File: src/rtl/uart_pkg.sv
// Shared UART frame definitions. The transmit side uses the same constants and byte type.
package uart_pkg;

    localparam int UART_DATA_BITS = 8;
    localparam int UART_STOP_BITS = 1;

    typedef logic [UART_DATA_BITS-1:0] uart_byte_t;

    typedef enum logic [2:0] {
        RX_IDLE,
        RX_START,
        RX_DATA,
        RX_STOP,
        RX_WAIT_HIGH
    } rx_state_e;

endpackage

File: src/rtl/uart_sync2.sv
// Two-flop synchronizer for the serial line. Both flops reset to 1, the idle level of the line,
// so leaving reset never looks like a start bit.
module uart_sync2 (
    input  logic ser_clk,
    input  logic rst_n,
    input  logic d_i,
    output logic q_o
);

    logic [1:0] sync_q;

    always_ff @(posedge ser_clk or negedge rst_n) begin
        if (!rst_n) sync_q <= 2'b11;
        else        sync_q <= {sync_q[0], d_i};
    end

    assign q_o = sync_q[1];

endmodule

File: src/rtl/uart_rx.sv
// 8N1 UART receiver with a running byte checksum.
// Define UART_RX_SYNC_EN to put a 2-flop synchronizer in front of the FSM (adds 2 cycles of latency).
module uart_rx
    import uart_pkg::*;
#(
    parameter int CYCLES_PER_BIT = 3
) (
    input  logic        ser_clk,
    input  logic        rst_n,
    input  logic        ser_rx,
    output logic [7:0]  rx_data,
    output logic        rx_valid,
    output logic        rx_error,
    output logic [31:0] rx_sum
);

    localparam int CW   = $clog2(CYCLES_PER_BIT);
    localparam int HALF = CYCLES_PER_BIT / 2;
    localparam logic [CW-1:0] HALF_LAST = CW'(HALF - 1);
    localparam logic [CW-1:0] BIT_LAST  = CW'(CYCLES_PER_BIT - 1);

    if (CYCLES_PER_BIT < 2 || UART_STOP_BITS != 1) begin : g_bad_cfg
        $error("uart_rx: CYCLES_PER_BIT must be >= 2 and the frame must have one stop bit");
    end

    logic rx_line;

`ifdef UART_RX_SYNC_EN
    uart_sync2 u_sync (
        .ser_clk (ser_clk),
        .rst_n   (rst_n),
        .d_i     (ser_rx),
        .q_o     (rx_line)
    );
`else
    assign rx_line = ser_rx;
`endif

    rx_state_e   state_q, state_d;
    logic [2:0]  bit_q, bit_d;
    logic [CW-1:0] cnt_q, cnt_d;
    uart_byte_t  shift_q, shift_d;
    uart_byte_t  data_q, data_d;
    logic        valid_q, valid_d;
    logic        error_q, error_d;
    logic [31:0] sum_q, sum_d;

    always_ff @(posedge ser_clk or negedge rst_n) begin
        if (!rst_n) begin
            state_q <= RX_IDLE;
            bit_q   <= '0;
            cnt_q   <= '0;
            shift_q <= '0;
            data_q  <= '0;
            valid_q <= 1'b0;
            error_q <= 1'b0;
            sum_q   <= '0;
        end else begin
            state_q <= state_d;
            bit_q   <= bit_d;
            cnt_q   <= cnt_d;
            shift_q <= shift_d;
            data_q  <= data_d;
            valid_q <= valid_d;
            error_q <= error_d;
            sum_q   <= sum_d;
        end
    end

    always_comb begin
        state_d = state_q;
        bit_d   = bit_q;
        cnt_d   = cnt_q;
        shift_d = shift_q;
        data_d  = data_q;
        valid_d = 1'b0;
        error_d = 1'b0;
        sum_d   = sum_q;
        case (state_q)
            RX_IDLE: begin
                cnt_d = '0;
                bit_d = '0;
                if (!rx_line) state_d = RX_START;
            end
            RX_START: begin
                // Mid start bit: a line already back high was only a glitch.
                if (cnt_q == HALF_LAST) begin
                    cnt_d   = '0;
                    state_d = rx_line ? RX_IDLE : RX_DATA;
                end else begin
                    cnt_d = cnt_q + CW'(1);
                end
            end
            RX_DATA: begin
                if (cnt_q == BIT_LAST) begin
                    cnt_d   = '0;
                    shift_d = {rx_line, shift_q[7:1]};
                    bit_d   = bit_q + 3'd1;
                    if (bit_q == 3'd7) state_d = RX_STOP;
                end else begin
                    cnt_d = cnt_q + CW'(1);
                end
            end
            RX_STOP: begin
                // Leave mid stop bit so a start bit right behind it is not missed.
                if (cnt_q == BIT_LAST) begin
                    cnt_d = '0;
                    if (rx_line) begin
                        data_d  = shift_q;
                        valid_d = 1'b1;
                        sum_d   = sum_q + {24'b0, shift_q};
                        state_d = RX_IDLE;
                    end else begin
                        error_d = 1'b1;
                        state_d = RX_WAIT_HIGH;
                    end
                end else begin
                    cnt_d = cnt_q + CW'(1);
                end
            end
            RX_WAIT_HIGH: begin
                if (rx_line) state_d = RX_IDLE;
            end
            default: state_d = RX_IDLE;
        endcase
    end

    assign rx_data  = data_q;
    assign rx_valid = valid_q;
    assign rx_error = error_q;
    assign rx_sum   = sum_q;

endmodule

File: config.mk
export PLATFORM = sky130hd
export DESIGN_NAME = uart_rx
export DESIGN_NICKNAME = d
export VERILOG_FILES = /design/src/rtl/uart_pkg.sv /design/src/rtl/uart_sync2.sv /design/src/rtl/uart_rx.sv
export SDC_FILE = /design/constraint.sdc
export NUM_CORES = 1
export LEC_CHECK = 0
export ABC_AREA = 1
export ABC_CLOCK_PERIOD_IN_PS = 2130
export BUFFER_PORTS_ARGS = -buffer_cell sky130_fd_sc_hd__buf_4
export CAP_MARGIN = 20
export CORE_ASPECT_RATIO = 0.5
export CORE_UTILIZATION = 40
export CTS_CLUSTER_DIAMETER = 40
export CTS_CLUSTER_SIZE = 14
export DETAILED_ROUTE_END_ITERATION = 10
export HOLD_SLACK_MARGIN = 0.15
export PLACE_DENSITY_LB_ADDON = 0.15
export SYNTH_ARGS = -nofsm -noshare
export SYNTH_HDL_FRONTEND = slang
export SYNTH_SLANG_ARGS = --single-unit
export TNS_END_PERCENT = 20
File: constraint.sdc
create_clock -name ser_clk -period 2.13 [get_ports ser_clk]
set_input_delay 0.3195 -clock ser_clk [delete_from_list [all_inputs] [get_ports ser_clk]]
set_output_delay 0.3195 -clock ser_clk [all_outputs]
set_load 0.01 [all_outputs]
# --- Word level (Yosys, flattened, before mapping) ---
# Cells that the tools add are included.
totals:
  word_cells: 52
  output_inout_bits: 42
  regBits: 58
  in_bits: 3
classes:
  n_addsub: 3
  eq_ne: 12
  muxes: 20
  n_reduce_logical: 9
op_table:
  columns: ["op", "count"]
  rows:
  - ["adder 32 x 8 -> 32 bit", 1]
  - ["2-to-1 mux 3 bit", 8]
  - ["one-hot mux 3 bit (5 select lines)", 1]
  - ["inequality test 2 bit, second input constant", 6]
  - ["equality test 3 x 2 -> 1 bit, second input constant", 2]
  - ["equality test 3 bit, second input constant", 2]
  - ["2-to-1 mux 1 bit", 6]
  - ["2-to-1 mux 2 bit", 3]
  - ["one-hot mux 2 bit (3 select lines)", 1]
  - ["one-hot mux 3 bit (2 select lines)", 1]
  - ["AND reduction 6 bit", 1]
  - ["AND reduction 2 bit", 2]
  - ["adder 3 x 1 -> 3 bit, second input constant", 1]
  - ["equality test 3 x 1 -> 1 bit, second input constant", 1]
  - ["zero test 3 bit", 1]
  - ["AND reduction 3 bit", 1]
  - ["nonzero test 3 bit", 1]
  - ["adder 2 x 1 -> 2 bit, second input constant", 1]
  - ["equality test 2 bit, second input constant", 1]
  - ["zero test 2 bit", 1]
  - ["nonzero test 2 bit", 1]
  - ["OR reduction 2 bit", 1]

# --- Logic depth before layout (Yosys ltp) ---
# Gate-level depths: netlist of the first run.
logic_depth:
  word_depth: 4
  mapped_depth: 12
  mapped_depth_nobuf: 12

# --- Worst setup path before layout of the first run ---
# Ideal clock, no wire load.
synth_path:
  kind: "reg2reg"
  start: "reg sum_q[0], in the netlist rx_sum[0]"
  end: "reg sum_q[16], in the netlist rx_sum[16]"
  synth_period_minus_slack_ns: 1.825
  path_slack_ns: 0.305
  path_stages_with_launch: 11
  setup_ns: 0.117
  arrival_time_ns: 1.708
  required_ns: 2.013
  n_path_buf: 0
  path_cell_list: "dfrtp_1 ha_1 fa_1 nand3_1 nand3_1 nand2_1 nand2_1 nand3_1 inv_2 nand3_1 nand2_1"
synth_between:
  elab_chain_cells: 1
synth_rtl:
  columns: ["item", "line_no", "text"]
  rows:
  - ["from (decl)", "uart_rx.sv:46", "logic [31:0] sum_q, sum_d;"]
  - ["from (signal assigned)", "uart_rx.sv:66", "sum_q <= sum_d;"]
  - ["adder 32 x 8 -> 32 bit", "uart_rx.sv:111", "sum_d = sum_q + {24'b0, shift_q};"]
# No other way between the ends.
# A chain may end at the register's enable or synchronous reset.

# --- Worst setup path after layout of the first run ---
layout_path:
  start: "reg sum_q[0], in the netlist rx_sum[0]"
  end: "reg sum_q[26], in the netlist rx_sum[26]"
# The elaborated chain is that of the path after synthesis.

==> results.yml, run 1 <==
synthesis:
  netlist_area_um2: 3320
  synth-simple-area-share_pct: 35.4
  avgSynthCellArea_um2: 7.40
  synth_compound_area_share_pct: 5.35
  synth_async_sr_flop_share_pct: 100
  synthXorXnorAreaFrac_pct: 2.11
  synth_ff_type: "dfrtp_1"
  synth_edf_count: 0
  ys_warn_count: 0
  synthMuxAreaShare_pct: 0
  yosysTopAreaCellShare_pct: 43.7
  syn_inst: 449
  syn_nets: 468
  yosys.area.top_type: "dfrtp_1"
  ys_types: 24
  synth_top_family_by_area: "simple AND/OR/NAND/NOR gates"
  ys_ff_latch: 58
  yosysSeqAreaShare_pct: 43.7
  synthAdderAreaFrac_pct: 6.25
  yosys-top-cells-area: "dfrtp_1, nand2_1, inv_1"
critical_path:
  r2r_start: "rx_sum[0]$_DFFE_PN0P_"
  worstSetupPathType: "reg2reg"
  rrSetupSlack_ps: 180
  crit_slowest_cell: "fa_1"
  critPathArrivalTime_ps: 2210
  cp.required_ps: 2390
  crit_chain: "ha_1 -> fa_1 -> nand3_1 -> nand3_2 -> nand2_1 -> nand2_1 -> nand2_1 -> nand2_1 -> nand3_1 -> nand2_1 -> nand2_1"
  cp_common_cell: "nand2_1"
  reg2reg_depth: 11
  cp_slowest_stage_delay_ps: 410
  r2r_end: "rx_sum[26]$_DFFE_PN0P_"
  crit_family: "simple AND/OR/NAND/NOR gates"
  cp-end-kind: "flip-flop"
  critPathLaunchType: "flip-flop"
  critPathMaxFanout: 6
  cp_num_buf_inv: 0
floorplanning:
  start_util_pct: 41.4
  dieArea_um2: 8690
  io-pin-count: 45
  die-height_um: 66.4
  chipWidth_um: 131
  placementRows: 23
  core_um2: 8030
global_routing:
  grt_max_degree: 59
  antenna_found_initial: 0
  gr-total-overflow: 0
  grt_use_total_pct: 19.8
  grt_pass1_wl_um: 12800
  first_global_vias: 2651
final_layout:
  nets: 523
  layout-drive-gt1-share_pct: 14.6
  fillers: 790
  antenna_cells: 0
  instances_no_fill: 620
  fin_util_pct: 50.8
  fin_area_um2: 4080
  area_delta_synth_final_pct: 22.9
place:
  place_hpwl_um: 5650
  place_congestion: 0.863
  pre_cts_slack_ps: 140
  place_area_um2: 3800
  placed_cells: 604
  portBuffers: 44
timing:
  hold_viol_final: 0
  finalSetupViolCount: 0
  slew_violations: 0
  grt_setup_unrepaired: "false"
  period_minus_slack_ps: 1950
  tightest_slew_ps: 759
  setup_ws_ps: 185
  fin_tns_setup_ps: 0
  fin_crit_sh_pct: 91.3
  relSlewSlack_pct: 49.4
  holdWs_ps: 324
  fmax_mhz: 514
  finalClockSkew_ps: 3.51
power:
  ir_drop_v: 0.000517
  seq_power_share_pct: 37.4
  switching_share_pct: 33.6
  power.switching_mw: 1.28
  power_mw: 3.82
  p_leak_nw: 2.07
  powerDensity_nw_per_um2: 936
  power_frac_clock_pct: 34.5
  combPwrFrac_pct: 28.0
  power.internal_mw: 2.54
flow_run:
  cap_viol_max_count: 0
routing:
  met2_length_um: 3290
  drt-met1-wl_um: 3910
  vias: 2957
  drt_iter0_markers: 156
  vias_per_cell: 4.77
  wl_met3_um: 469
  wire_per_inst_um: 12.5
  drcViolationCount: 0
  dr.max_layer_used: "met4"
  wl_um: 7770
  antenna_left: 0
  drt_pass1_iterations: 4
clock_tree:
  clock_path_buffers: 2
  clk_pin_slew_ps: 50
  worstSkewPairLatency_ps: 330
  numClockSinks: 58
  cts_max_level: 3
  cts_root_buf: "clkbuf_16"
  numCtsBuffers: 9
  post_cts_buffers: 0
  cts_tree: "built"
status:
  status: "completed"
worst_hold_path:
  whs_path_depth: 3
  hold_class: "in2reg"
  hold_end: "shift_q[7]$_DFFE_PN0P_"
  hp-start: "ser_rx"
==> state kept, by name (all words and copies together) (netlist names) <==
name,flops
rx_error,1
bit_q,3
cnt_q,2
state_q,3
shift_q,8
rx_data,8
rx_valid,1
rx_sum,32
==> synthesized netlist by cell type (2+ instances only) <==
cell,count
nor3_1,8
nand3_1,22
nor3b_2,2
nor2_2,3
o21ai_0,4
nand2_1,181
inv_1,52
buf_2,5
inv_2,3
nor3_2,2
o211ai_1,2
nor2_1,28
o21ai_1,23
xnor2_1,8
dfrtp_1,58
ha_1,15
nand3b_1,11
nand4_1,13
a21oi_1,4
==> logic make-up after synthesis <==
kind of cell | Yosys count
buffers and inverters | 61
AOI/OAI and AO/OA | 34
xor gates and xnor gates | 8
adders and majority gates | 16
and+or+nand+nor | 272
DFF | 58
==> power by group through the flow <==
stage | Sequential (mW) | Combinational [mW] | Clock, mW
floorplan | 1.44 | 0.721 | 0
global placement | 1.45 | 1.06 | 0
detailed placement | 1.45 | 1.07 | 0
CTS | 1.43 | 1.08 | 1.35
global route | 1.46 | 1.23 | 1.40
finish | 1.43 | 1.07 | 1.32
==> cell usage in the layout, fill, tap and decap left out <==
| master | Yosys | layout |
|---|---|---|
| inv_2 | 3 | 3 |
| fa_1 | 1 | 1 |
| nor4_1 | 1 | 1 |
| nor2_1 | 28 | 28 |
| nand4_1 | 13 | 13 |
| nor3b_2 | 2 | 2 |
| nand3_1 | 22 | 21 |
| xnor2_1 | 8 | 8 |
| clkbuf_1 | 0 | 1 |
| clkinv_2 | 0 | 3 |
| dfrtp_1 | 58 | 58 |
| inv_1 | 52 | 52 |
| or2_1 | 1 | 1 |
| nor2_2 | 3 | 3 |
| nand3b_1 | 11 | 11 |
| ha_1 | 15 | 15 |
| o21ai_0 | 4 | 4 |
| nor3_2 | 2 | 2 |
| nand2_1 | 181 | 181 |
| o211ai_1 | 2 | 2 |
| clkbuf_8 | 0 | 2 |
| nor3_1 | 8 | 8 |
| clkbuf_16 | 0 | 9 |
| nand3_2 | 0 | 1 |
| dlygate4sd3_1 | 0 | 1 |
| a21oi_1 | 4 | 4 |
| o21ai_1 | 23 | 23 |
| a21boi_1 | 1 | 1 |
| buf_4 | 1 | 49 |
==> tightest hold or removal path, delay by kind of cell <==
kind                   cells  cell delay, ps
buffers and inverters      2             160
AO/OA/AOI/OAI              1             130
==> worst max path at each step <==
stage | endpoint | startpoint | slack, ps | depth (start not counted)
finish | rx_sum[26]$_DFFE_PN0P_ | rx_sum[0]$_DFFE_PN0P_ | 180 | 11
global route | rx_sum[26]$_DFFE_PN0P_ | rx_sum[0]$_DFFE_PN0P_ | 30 | 11
CTS | rx_sum[26]$_DFFE_PN0P_ | rx_sum[0]$_DFFE_PN0P_ | 130 | 11
detailed placement | rx_sum[26]$_DFFE_PN0P_ | rx_sum[0]$_DFFE_PN0P_ | 140 | 11
global placement | rx_sum[18]$_DFFE_PN0P_ | rx_sum[0]$_DFFE_PN0P_ | 180 | 10
floorplan | rx_sum[16]$_DFFE_PN0P_ | rx_sum[0]$_DFFE_PN0P_ | 310 | 10
==> final cells by class <==
type / count / area, um2 / share of cell area [%]
multi-input cells: 330 / 1640 / 40.1
well taps: 112 / 140 / 3.43
inverters: 55 / 206 / 5.06
repair buffers: 50 / 378 / 9.26
flip-flops and latches: 58 / 1450 / 35.6
clock inverters: 3 / 15.0 / 0.368
clock buffers: 12 / 256 / 6.28
==> layer usage <==
metal	vias to the layer above	global-route usage, %
met5	-	0
met4	0	6.03
met3	10	5.99
met2	70	30.4
met1	1332	26.7
li1	1545	-
==> repair_timing <==
| action | in CTS | in global routing |
|---|---|---|
| setup endpoints to repair | 0 | 2 |
| endpoints found under the hold margin | 58 | 0 |
| hold buffers | 1 | 0 |
| gates resized for setup | 0 | 1 |
Note: power is estimated with default switching activity, not from simulation.
==> inputs of run 2 (changes only) <==
--- a/config.mk
+++ b/config.mk
@@ -11,9 +11,11 @@
 export CAP_MARGIN = 20
 export CORE_ASPECT_RATIO = 0.5
 export CORE_UTILIZATION = 40
+export CTS_BUF_LIST = sky130_fd_sc_hd__clkbuf_4
 export CTS_CLUSTER_DIAMETER = 40
 export CTS_CLUSTER_SIZE = 14
 export DETAILED_ROUTE_END_ITERATION = 10
+export GPL_TIMING_DRIVEN = 0
 export HOLD_SLACK_MARGIN = 0.15
 export PLACE_DENSITY_LB_ADDON = 0.15
 export SYNTH_ARGS = -nofsm -noshare
==> run 2 against run 1 <==
Maximum frequency shrank 2.7%. Sequential power is essentially flat. Register-to-register slack lost 50 ps. Highest routed layer unchanged.
==> results.yml, run 2 (same netlist as run 1, synthesis figures left out) <==
power:
  p_leak_nw: 1.99
  ir_drop_v: 0.000558
  powerDensity_nw_per_um2: 804
global_routing:
  grt_use_total_pct: 19.8
  antenna_found_initial: 0
  grt_max_degree: 59
  first_global_vias: 2612
  gr-total-overflow: 0
  grt_pass1_wl_um: 12700
final_layout:
  largest_register_ff_count: 32
  final_common_cell: "nand2_1"
  most-common-layout-cells: "nand2_1, dfrtp_1, inv_1"
  area_delta_synth_final_pct: 17.9
  fillers: 812
  layout-drive-gt1-share_pct: 15.5
  instances_no_fill: 621
  antenna_cells: 0
  nets: 524
timing:
  slew_violations: 0
  relSlewSlack_pct: 50.8
  finalClockSkew_ps: 13.7
  tightest_slew_ps: 739
  fin_tns_setup_ps: 0
  fin_crit_sh_pct: 93.9
  fmax_mhz: 500
  finalSetupViolCount: 0
  hold_viol_final: 0
  period_minus_slack_ps: 2000
  grt_setup_unrepaired: "false"
routing:
  drt_pass1_iterations: 5
  vias: 2981
  antenna_left: 0
  wire_per_inst_um: 12.2
  drt_iter0_markers: 151
  wl_um: 7590
  vias_per_cell: 4.80
  drcViolationCount: 0
critical_path:
  cp-end-kind: "flip-flop"
  critPathMaxFanout: 6
  rrSetupSlack_ps: 130
  cp_common_cell: "nand2_1"
  crit_chain: "ha_1 -> fa_1 -> nand3_1 -> nand3_1 -> nand2_1 -> nand2_1 -> nand2_1 -> nand2_2 -> nand3b_1 -> nand2_1"
  critPathArrivalTime_ps: 2320
  critPathLaunchType: "flip-flop"
  crit_slowest_cell: "dfrtp_1"
  cp.required_ps: 2450
  worstSetupPathType: "reg2reg"
  cp_slowest_stage_delay_ps: 410
clock_tree:
  worstSkewPairLatency_ps: 430
  clock_path_buffers: 2
  cts_tree: "built"
  clk_pin_slew_ps: 100
  numCtsBuffers: 9
  numClockSinks: 58
  cts_max_level: 3
  cts_root_buf: "clkbuf_4"
place:
  portBuffers: 44
  place_congestion: 0.872
  place_hpwl_um: 5660
  placed_cells: 605
floorplanning:
  start_util_pct: 41.4
  chipWidth_um: 131
  placementRows: 23
  dieArea_um2: 8690
  io-pin-count: 45
  die-height_um: 66.4
  core_um2: 8030
worst_hold_path:
  hold_class: "in2reg"
flow_run:
  cap_viol_max_count: 0
status:
  status: "completed"
## run 2: changes by cell type in the layout (fill, tap and decap cells not counted), sizes merged
cell / delta
buf: +1
clkinv: +1
clkbuf: -1
## run 2: area by class of cell
type                       instances  area (um2)  share of cell area [%]
clock inverter                     4        20.0                   0.511
clock buffer                      11        82.6                    2.11
inverter                          55         206                    5.27
multi-input combinational        330        1640                    41.9
sequential                        58        1450                    37.1
tap                              112         140                    3.58
timing repair buffer              45         340                    8.69
buffer                             6        32.5                   0.831
## run 2: critical path, delay by kind of cell (launching register included)
kind	cells	cell delay, ps
flip-flops	1	410
adder cells (fa/ha/maj)	2	640
AND/OR/NAND/NOR	8	830
## run 2: repair_timing
item,4_1_cts,5_1_grt
resized for setup,0,4
hold buffers,1,0
buffers inserted,0,0
endpoints found under the setup margin,0,12
endpoints found under the hold margin,58,0
## run 2: report_power, final
group	switching, mW	internal, mW	total [mW]	leakage (nW)
combinational	0.645	0.420	1.06	1.14
sequential	0.157	1.27	1.43	0.779
clock	0.403	0.252	0.655	0.0662
total	1.21	1.94	3.15	1.99
## run 2: routing by layer
| layer | up-vias | wire (um) | track usage, % | share of wire, % |
|---|---|---|---|---|
| met4 | 0 | 47 | 4.74 | 0.62 |
| met3 | 6 | 452 | 7.69 | 6.0 |
| met5 | - | 0 | 0 | 0 |
| met2 | 64 | 3250 | 30.2 | 43 |
| met1 | 1370 | 3840 | 26.4 | 51 |
| li1 | 1541 | - | - | - |
## run 2: worst paths after layout
kind,depth (start not counted),to,from
setup / recovery,10,rx_sum[18]$_DFFE_PN0P_,rx_sum[0]$_DFFE_PN0P_
hold / removal,3,shift_q[7]$_DFFE_PN0P_,ser_rx
setup reg to reg,10,rx_sum[18]$_DFFE_PN0P_,rx_sum[0]$_DFFE_PN0P_
hold reg to reg,2,rx_data[0]$_DFFE_PN0P_,rx_data[0]$_DFFE_PN0P_
max in group asynchronous,2,rx_error$_DFF_PN0_,rst_n
min in group asynchronous,2,rx_sum[16]$_DFFE_PN0P_,rst_n
## run 2: through the flow
stage / instance area [um2] / hold WS, ps / setup WS [ps] / total power [mW] / util, %
floorplan: 3320 / 23.9 / 305 / 2.17 / -
global placement: 3790 / 437 / 93.9 / 2.50 / 47.2
detailed placement: 3790 / 444 / 89.4 / 2.51 / 47.2
CTS: 3900 / 185 / 71.6 / 3.18 / 48.6
global route: 3920 / 230 / 1.90 / 3.43 / 48.8
finish: 3920 / 223 / 130 / 3.15 / 48.8
